$ cat config.mk
export PLATFORM = sky130hd
export DESIGN_NAME = cmd_script_runner_flat
export DESIGN_NICKNAME = d
export VERILOG_FILES = /design/src/rtl/tb_package.sv /design/src/rtl/cmd_script_runner_if.sv /design/src/rtl/cmd_script_mem.sv /design/src/rtl/cmd_script_runner.sv /design/src/flat_wrapper.sv
export SDC_FILE = /design/constraint.sdc
export NUM_CORES = 1
export LEC_CHECK = 0
export CAP_MARGIN = 20
export CELL_PAD_IN_SITES_DETAIL_PLACEMENT = 0
export CELL_PAD_IN_SITES_GLOBAL_PLACEMENT = 1
export CORE_MARGIN = 2
export CORE_UTILIZATION = 31
export CTS_BUF_LIST = sky130_fd_sc_hd__clkbuf_4
export CTS_CLUSTER_SIZE = 24
export DETAILED_ROUTE_END_ITERATION = 10
export GPL_TIMING_DRIVEN = 0
export PLACE_DENSITY = 0.5
export SLEW_MARGIN = 20
export SYNTH_ARGS = -nofsm -noshare
export SYNTH_HDL_FRONTEND = slang
export SYNTH_HIERARCHICAL = 1
export SYNTH_SLANG_ARGS = --single-unit
$ cat constraint.sdc
create_clock -name clk -period 3.4 [get_ports clk]
set_clock_uncertainty 0.05 [all_clocks]
set_input_delay 0.34 -clock clk [delete_from_list [all_inputs] [get_ports clk]]
set_output_delay 0.34 -clock clk [all_outputs]
set_load 0.02 [all_outputs]
$ cat src/rtl/tb_package.sv
// Shared types and constants for the command script runner.
package tb_package;

   typedef enum logic [2:0] {
      StIdle,
      StIssue,
      StWaitSent,
      StWaitResp,
      StCheck,
      StDone
   } state_e;

   localparam logic [7:0] COMM_COMPLETE = 8'hA5;

endpackage

$ cat src/rtl/cmd_script_runner_if.sv
// Script load, run control, RemoteComm handshake and result signals of the runner.
interface cmd_script_runner_if #(
   parameter int unsigned DEPTH = 16,
   parameter int unsigned CMD_W = 16
);
   localparam int unsigned AW = $clog2(DEPTH);

   logic             load_we;
   logic [AW-1:0]    load_addr;
   logic [CMD_W-1:0] load_cmd;
   logic [7:0]       load_exp;
   logic [AW:0]      num_cmds;
   logic             start;
   logic [CMD_W-1:0] cmd;
   logic             send_cmd;
   logic             cmd_sent;
   logic             resp_rdy;
   logic [7:0]       resp;
   logic             clr_rx_rdy;
   logic             busy;
   logic             done;
   logic [AW:0]      pass_cnt;
   logic [AW:0]      fail_cnt;
   logic [AW-1:0]    first_fail;

   modport master (
      output load_we, load_addr, load_cmd, load_exp, num_cmds, start, cmd_sent, resp_rdy, resp,
      input  cmd, send_cmd, clr_rx_rdy, busy, done, pass_cnt, fail_cnt, first_fail
   );

   modport slave (
      input  load_we, load_addr, load_cmd, load_exp, num_cmds, start, cmd_sent, resp_rdy, resp,
      output cmd, send_cmd, clr_rx_rdy, busy, done, pass_cnt, fail_cnt, first_fail
   );

endinterface

$ cat src/rtl/cmd_script_mem.sv
// Script storage: synchronous write, combinational read, no reset.
module cmd_script_mem #(
   parameter int unsigned DEPTH = 16,
   parameter int unsigned WIDTH = 24
) (
   input  logic                     clk_i,
   input  logic                     we_i,
   input  logic [$clog2(DEPTH)-1:0] waddr_i,
   input  logic [WIDTH-1:0]         wdata_i,
   input  logic [$clog2(DEPTH)-1:0] raddr_i,
   output logic [WIDTH-1:0]         rdata_o
);

   logic [WIDTH-1:0] mem_q [DEPTH];

   always_ff @(posedge clk_i) begin
      if (we_i) begin
         mem_q[waddr_i] <= wdata_i;
      end
   end

   assign rdata_o = mem_q[raddr_i];

endmodule

$ cat src/rtl/cmd_script_runner.sv
// Runs a stored command script against RemoteComm and tallies pass/fail per entry.
// Optional CMD_SCRIPT_RETRY_EN: a timed-out entry is reissued once before it counts as a fail.
module cmd_script_runner
   import tb_package::*;
#(
   parameter int unsigned DEPTH        = 16,
   parameter int unsigned CMD_W        = 16,
   parameter int unsigned TIMEOUT_CLKS = 10_000_000
) (
   input logic               clk,
   input logic               rst,
   cmd_script_runner_if.slave bus
);

   localparam int unsigned AW = $clog2(DEPTH);
   localparam int unsigned TW = (TIMEOUT_CLKS > 1) ? $clog2(TIMEOUT_CLKS) : 1;

   state_e           st_q, st_d;
   logic [AW-1:0]    idx_q, idx_d, ff_q, ff_d;
   logic [AW:0]      count_q, count_d, pass_q, pass_d, fail_q, fail_d;
   logic [TW-1:0]    tmo_q, tmo_d;
   logic [7:0]       resp_q, resp_d;
   logic [CMD_W-1:0] cmd_q, cmd_d;
   logic [CMD_W+7:0] rd_word;
   logic [CMD_W-1:0] rd_cmd;
   logic [7:0]       rd_exp;
   logic             timeout, retry, last, pass_ev, fail_ev, advance;

   // Memory is frozen while busy, so idx_q addresses a stable entry for the whole run.
   cmd_script_mem #(
      .DEPTH (DEPTH),
      .WIDTH (CMD_W + 8)
   ) u_mem (
      .clk_i   (clk),
      .we_i    (bus.load_we && (st_q == StIdle)),
      .waddr_i (bus.load_addr),
      .wdata_i ({bus.load_cmd, bus.load_exp}),
      .raddr_i (idx_q),
      .rdata_o (rd_word)
   );

   assign rd_cmd = rd_word[CMD_W+7:8];
   assign rd_exp = rd_word[7:0];

   assign timeout = ((st_q == StWaitSent) || ((st_q == StWaitResp) && !bus.resp_rdy)) &&
                    (tmo_q == TW'(TIMEOUT_CLKS - 1));
   assign last    = ({1'b0, idx_q} == (count_q - 1'b1));
   assign pass_ev = (st_q == StCheck) && (resp_q == rd_exp);
   assign fail_ev = ((st_q == StCheck) && (resp_q != rd_exp)) || (timeout && !retry);
   assign advance = (st_q == StCheck) || (timeout && !retry);

`ifdef CMD_SCRIPT_RETRY_EN
   logic retried_q, retried_d;

   assign retry = timeout && !retried_q;

   always_comb begin
      retried_d = retried_q;
      if (retry) begin
         retried_d = 1'b1;
      end else if (advance) begin
         retried_d = 1'b0;
      end
   end

   always_ff @(posedge clk) begin
      if (rst) retried_q <= 1'b0;
      else     retried_q <= retried_d;
   end
`else
   assign retry = 1'b0;
`endif

   always_ff @(posedge clk) begin
      if (rst) st_q <= StIdle;
      else     st_q <= st_d;
   end

   always_comb begin
      st_d = st_q;
      unique case (st_q)
         StIdle:     if (bus.start) st_d = (bus.num_cmds == '0) ? StDone : StIssue;
         StIssue:    st_d = StWaitSent;
         StWaitSent: begin
            if (timeout)           st_d = (retry || !last) ? StIssue : StDone;
            else if (bus.cmd_sent) st_d = StWaitResp;
         end
         StWaitResp: begin
            if (bus.resp_rdy)  st_d = StCheck;
            else if (timeout)  st_d = (retry || !last) ? StIssue : StDone;
         end
         StCheck:    st_d = last ? StDone : StIssue;
         StDone:     st_d = StIdle;
         default:    st_d = StIdle;
      endcase
   end

   always_comb begin
      bus.send_cmd   = (st_q == StIssue);
      bus.clr_rx_rdy = (st_q == StCheck);
      bus.done       = (st_q == StDone);
      bus.busy       = (st_q != StIdle);
      bus.cmd        = (st_q == StIssue) ? rd_cmd : cmd_q;
   end

   assign bus.pass_cnt   = pass_q;
   assign bus.fail_cnt   = fail_q;
   assign bus.first_fail = ff_q;

   always_comb begin
      idx_d   = idx_q;
      count_d = count_q;
      pass_d  = pass_q;
      fail_d  = fail_q;
      ff_d    = ff_q;
      tmo_d   = tmo_q;
      resp_d  = resp_q;
      cmd_d   = cmd_q;
      case (st_q)
         StIdle: begin
            if (bus.start) begin
               idx_d   = '0;
               count_d = (bus.num_cmds > (AW+1)'(DEPTH)) ? (AW+1)'(DEPTH) : bus.num_cmds;
               pass_d  = '0;
               fail_d  = '0;
               ff_d    = '0;
            end
         end
         StIssue: begin
            tmo_d = '0;
            cmd_d = rd_cmd;
         end
         StWaitSent, StWaitResp: begin
            tmo_d = tmo_q + 1'b1;
            if ((st_q == StWaitResp) && bus.resp_rdy) resp_d = bus.resp;
         end
         default: ;
      endcase
      if (pass_ev) pass_d = pass_q + 1'b1;
      if (fail_ev) begin
         fail_d = fail_q + 1'b1;
         if (fail_q == '0) ff_d = idx_q;
      end
      if (advance && !last) idx_d = idx_q + 1'b1;
   end

   always_ff @(posedge clk) begin
      if (rst) begin
         idx_q   <= '0;
         count_q <= '0;
         pass_q  <= '0;
         fail_q  <= '0;
         ff_q    <= '0;
         tmo_q   <= '0;
         resp_q  <= '0;
         cmd_q   <= '0;
      end else begin
         idx_q   <= idx_d;
         count_q <= count_d;
         pass_q  <= pass_d;
         fail_q  <= fail_d;
         ff_q    <= ff_d;
         tmo_q   <= tmo_d;
         resp_q  <= resp_d;
         cmd_q   <= cmd_d;
      end
   end

endmodule
$ cat src/flat_wrapper.sv
// flat-port wrapper written by rule: the top's interface ports become plain ports
module cmd_script_runner_flat import tb_package::*;
#(
   parameter int unsigned DEPTH        = 16,
   parameter int unsigned CMD_W        = 16,
   parameter int unsigned TIMEOUT_CLKS = 10_000_000
)
  (clk, rst, bus_load_we, bus_load_addr, bus_load_cmd, bus_load_exp, bus_num_cmds, bus_start, bus_cmd_sent, bus_resp_rdy, bus_resp, bus_cmd, bus_send_cmd, bus_clr_rx_rdy, bus_busy, bus_done, bus_pass_cnt, bus_fail_cnt, bus_first_fail);
  cmd_script_runner_if #(.DEPTH(DEPTH), .CMD_W(CMD_W)) bus_i ();
  input logic clk;
  input logic rst;
  input wire logic [$bits(bus_i.load_we)-1:0] bus_load_we;
  input wire logic [$bits(bus_i.load_addr)-1:0] bus_load_addr;
  input wire logic [$bits(bus_i.load_cmd)-1:0] bus_load_cmd;
  input wire logic [$bits(bus_i.load_exp)-1:0] bus_load_exp;
  input wire logic [$bits(bus_i.num_cmds)-1:0] bus_num_cmds;
  input wire logic [$bits(bus_i.start)-1:0] bus_start;
  input wire logic [$bits(bus_i.cmd_sent)-1:0] bus_cmd_sent;
  input wire logic [$bits(bus_i.resp_rdy)-1:0] bus_resp_rdy;
  input wire logic [$bits(bus_i.resp)-1:0] bus_resp;
  output wire logic [$bits(bus_i.cmd)-1:0] bus_cmd;
  output wire logic [$bits(bus_i.send_cmd)-1:0] bus_send_cmd;
  output wire logic [$bits(bus_i.clr_rx_rdy)-1:0] bus_clr_rx_rdy;
  output wire logic [$bits(bus_i.busy)-1:0] bus_busy;
  output wire logic [$bits(bus_i.done)-1:0] bus_done;
  output wire logic [$bits(bus_i.pass_cnt)-1:0] bus_pass_cnt;
  output wire logic [$bits(bus_i.fail_cnt)-1:0] bus_fail_cnt;
  output wire logic [$bits(bus_i.first_fail)-1:0] bus_first_fail;
  assign bus_i.load_we = bus_load_we;
  assign bus_i.load_addr = bus_load_addr;
  assign bus_i.load_cmd = bus_load_cmd;
  assign bus_i.load_exp = bus_load_exp;
  assign bus_i.num_cmds = bus_num_cmds;
  assign bus_i.start = bus_start;
  assign bus_i.cmd_sent = bus_cmd_sent;
  assign bus_i.resp_rdy = bus_resp_rdy;
  assign bus_i.resp = bus_resp;
  assign bus_cmd = bus_i.cmd;
  assign bus_send_cmd = bus_i.send_cmd;
  assign bus_clr_rx_rdy = bus_i.clr_rx_rdy;
  assign bus_busy = bus_i.busy;
  assign bus_done = bus_i.done;
  assign bus_pass_cnt = bus_i.pass_cnt;
  assign bus_fail_cnt = bus_i.fail_cnt;
  assign bus_first_fail = bus_i.first_fail;
  cmd_script_runner #(.DEPTH(DEPTH), .CMD_W(CMD_W), .TIMEOUT_CLKS(TIMEOUT_CLKS)) u_core (.clk(clk), .rst(rst), .bus(bus_i));
endmodule
==> results.py <==
metrics = {
    "run_status": {
        "status": "finished, violations left",
        "violations": "setup timing",
    },
    "floorplanning": {
        "start_util_pct": 31.4,
        "dieHeight_um": 246,
        "pin_count": 81,
        "coreArea_mm2": 0.0578,
        "rows": 88,
        "die_area_mm2": 0.0604,
        "fp.dieW_um": 246,
    },
    "timing": {
        "rsz0062_at_grt": "yes",
        "max_freq_mhz": 293,
        "hold_viol_final": 0,
        "setup_viol": 3,
        "period_minus_slack_ps": 3410,
        "tightest_slew_ps": 1250,
        "period_share_pct": 100,
        "drv_slew": 0,
        "holdWs_ps": 308,
        "slew_headroom_pct": 15.6,
        "setup_ws_ps": -9.05,
    },
    "power_and_ir_drop": {
        "power_frac_seq_pct": 50.9,
        "p_sw_mw": 2.83,
        "power.share.clock_pct": 41.4,
        "peakVddDrop_mv": 0.260,
        "p_leak_nw": 7.52,
        "sw_frac_of_total_pct": 23.2,
        "powerDensity_mw_per_mm2": 526,
        "p_comb_share_pct": 7.7,
        "intPower_mw": 9.37,
    },
    "placed_design": {
        "routabilityCongestion": 0.752,
        "placed_cells": 1919,
        "numPortBuffers": 79,
        "place_hpwl_um": 31100,
    },
    "clock_network": {
        "numCtsBuffers": 130,
        "clk_latency_ps": 910,
        "root_buffer": "clkbuf_4",
        "path_clk_slew_ps": 60,
        "cts_sinks": 458,
        "cts_tree": "built",
        "htreeDepth": 4,
        "cts_buffer_depth": 3,
    },
    "setup_path": {
        "cp_max_fo": 7,
        "arrival_ps": 3020,
        "timing.critical_path.mode_cell": "buf_16",
        "required_ps": 3010,
        "cp_num_buf_inv": 5,
        "cp-start-kind": "flip-flop",
        "crit_family": "multiplexers",
        "slowest_stage": "mux4_2",
        "end_kind": "output pin",
        "path_cells": "clkbuf_16, buf_16, buf_16, buf_4, mux4_2, a22oi_2, nand2_1, mux2_4, buf_6",
        "worst_path_largest_cell_delay_ps": 500,
        "critPathKind": "reg -> out",
    },
    "flow_run": {
        "maxCapViolCount": 0,
    },
    "synth": {
        "synthArstFlopShare_pct": 0,
        "syn_area_mm2": 0.0181,
        "yosysWarnings": 6,
        "yosysSeqAreaShare_pct": 71.8,
        "ys_ff_latch": 458,
        "synth_edf_count": 384,
        "ys.flop_type": "edfxtp_1",
        "synth_cells": 1050,
        "syn_avg_cell_area_um2": 17.3,
        "syn-num-nets": 1103,
        "ys_types": 55,
    },
    "layout": {
        "drive_gt1_share_pct": 36.0,
        "fin_cells": 2193,
        "final-seq-area_mm2": 0.0130,
        "n_fill_cell": 5380,
        "final_cell_mix": "edfxtp_1 (384), clkbuf_4 (206), mux4_2 (96), dfxtp_1 (72), clkdlybuf4s50_1 (62)",
        "final_common_cell": "edfxtp_1",
        "nets": 1387,
        "multiInputGateArea_mm2": 0.00532,
        "syn2layout_area_growth_pct": 28.0,
    },
    "route": {
        "drcViolationCount": 0,
        "firstDrtPassIters": 5,
        "wl_met1_um": 22300,
        "avgViaCountPerCell": 4.89,
        "num_vias": 10700,
        "wl_met2_um": 23400,
        "wl_met3_um": 2600,
        "top_layer_used": "met5",
        "wl_um": 49200,
        "wire_per_inst_um": 22.4,
        "drtAntennaViolNets": 0,
        "detailedRoute.firstIterationViolations": 724,
    },
    "global_routing": {
        "antenna_found_initial": 5,
        "grt_overflow": 0,
        "grt_max_degree": 17,
        "grt_use_total_pct": 16.8,
        "grt_pass1_wl_um": 72700,
        "grt_pass1_vias": 11400,
    },
    "worst_hold_path": {
        "hold_class": "in -> reg",
    },
}
## worst reg2reg max path, cell delays in order, from the launching register on
cell,delay (ps)
dfxtp_4,360
clkbuf_16,160
buf_16,170
buf_12,170
buf_4,120
buf_4,100
mux4_2,480
a22oi_1,180
nand2_2,150
xor2_2,230
nor4_4,50
buf_4,160
buf_6,130
a21oi_4,240
nor2_2,100
or3_1,360
a21boi_1,140
## routing by layer
layer	up-vias	track usage [%]
li1	4892	-
met1	5472	22.3
met2	266	26.4
met3	84	4.93
met4	4	5.17
met5	-	0
## through the flow
stage / power (mW) / area [um^2] / worst slack, ps / setup TNS, ps / util (%)
after floorplan: 6.73 / 18100 / 127 / 0 / -
after global placement: 7.13 / 19900 / -3020 / -635600 / 34.4
after detailed placement: 7.16 / 20400 / -1690 / -25310 / 35.3
after CTS: 12.4 / 23000 / -213 / -2690 / 39.7
after global routing: 12.8 / 23200 / -186 / -2380 / 40.1
final: 12.2 / 23200 / -9.05 / -14.6 / 40.1
## kinds of logic (layout without fill, tap and decap cells)
kind of cell / Yosys count / after routing / share of synthesized area, %
mux: 115 / 115 / 13.1
xor+xnor: 14 / 14 / 0.677
buf+inv: 63 / 437 / 1.61
simple gates: 234 / 234 / 6.60
flops: 458 / 458 / 71.8
fa+ha+maj: 6 / 6 / 0.414
compound gates: 160 / 160 / 5.81
other cells: 0 / 4 / 0
## power by group through the flow
stage,logic [mW],registers (mW),clock network [mW]
after global routing,1.01,6.22,5.55
final,0.934,6.21,5.05
after global placement,0.794,6.34,0
after detailed placement,0.829,6.33,0
after floorplan,0.406,6.33,0
after CTS,0.937,6.21,5.28
## timing repair
| action | in CTS | in global routing |
|---|---|---|
| gates resized for setup | 227 | 48 |
| pin swaps | 33 | 40 |
| hold buffers | 14 | 0 |
| hold endpoints to repair | 19 | 0 |
| setup endpoints to repair | 45 | 53 |
| setup buffers | 25 | 11 |
| cloned | 2 | 0 |
## cell usage after synthesis (2+ instances only)
cell / n / area, um^2
edfxtp_1: 384 / 11500
mux4_2: 96 / 2160
dfxtp_1: 74 / 1480
nand2_1: 68 / 255
a22oi_1: 52 / 390
nor2_1: 50 / 188
a21oi_1: 43 / 215
clkbuf_1: 38 / 143
nand3_1: 25 / 125
nor2b_1: 20 / 125
nor3_1: 19 / 95.1
o21ai_0: 19 / 95.1
mux2_2: 18 / 203
buf_2: 14 / 70.1
xor2_1: 11 / 96.3
a31oi_1: 10 / 62.6
nand3b_1: 8 / 60.1
a311oi_1: 7 / 61.3
and2_1: 6 / 37.5
ha_1: 6 / 75.1
inv_1: 6 / 22.5
o211ai_1: 6 / 45.0
buf_6: 5 / 56.3
nand4b_1: 5 / 43.8
or3_1: 5 / 31.3
nand4_1: 4 / 25.0
nor4_1: 4 / 25.0
o21a_1: 4 / 30.0
a21o_1: 3 / 22.5
nand2b_1: 3 / 18.8
o31ai_1: 3 / 22.5
or2_2: 3 / 18.8
xnor2_1: 3 / 26.3
a211oi_1: 2 / 15.0
nand4bb_1: 2 / 22.5
o2111ai_1: 2 / 17.5
o221ai_1: 2 / 17.5
or3b_2: 2 / 17.5
or4_1: 2 / 15.0
## registers in the layout, indices dropped and copies added, names as in the netlist
register	flops
u_core/u_mem/mem_q	384
u_core/bus.fail_cnt	5
u_core/bus.pass_cnt	5
u_core/cmd_q	16
u_core/tmo_q	24
u_core/bus.first_fail	4
u_core/count_q	5
u_core/resp_q	8
u_core/idx_q	4
u_core/st_q	3
## area by class of cell
class / count / area share [%]
Clock buffer: 199 / 6.44
Multi-Input combinational cell: 529 / 22.9
Sequential cell: 458 / 56.1
Buffer: 56 / 2.21
Tap cell: 765 / 4.13
Timing Repair Buffer: 153 / 7.43
Inverter: 6 / 0.0971
Clock inverter: 23 / 0.609
Antenna cell: 4 / 0.0431
## path summary, 6_finish.rpt
path,start,end,slack [ps],cells past startpoint
hold reg to reg,u_core/count_q[4],u_core/count_q[4],420,2
setup reg to reg,u_core/idx_q[0],u_core/bus.fail_cnt[4],0,16
hold / removal,bus_load_exp[7],u_core/u_mem/mem_q[6][7],310,1
setup / recovery,u_core/idx_q[0],bus_cmd[0],-9,9
No activity file was read; power rests on OpenSTA's default activity.
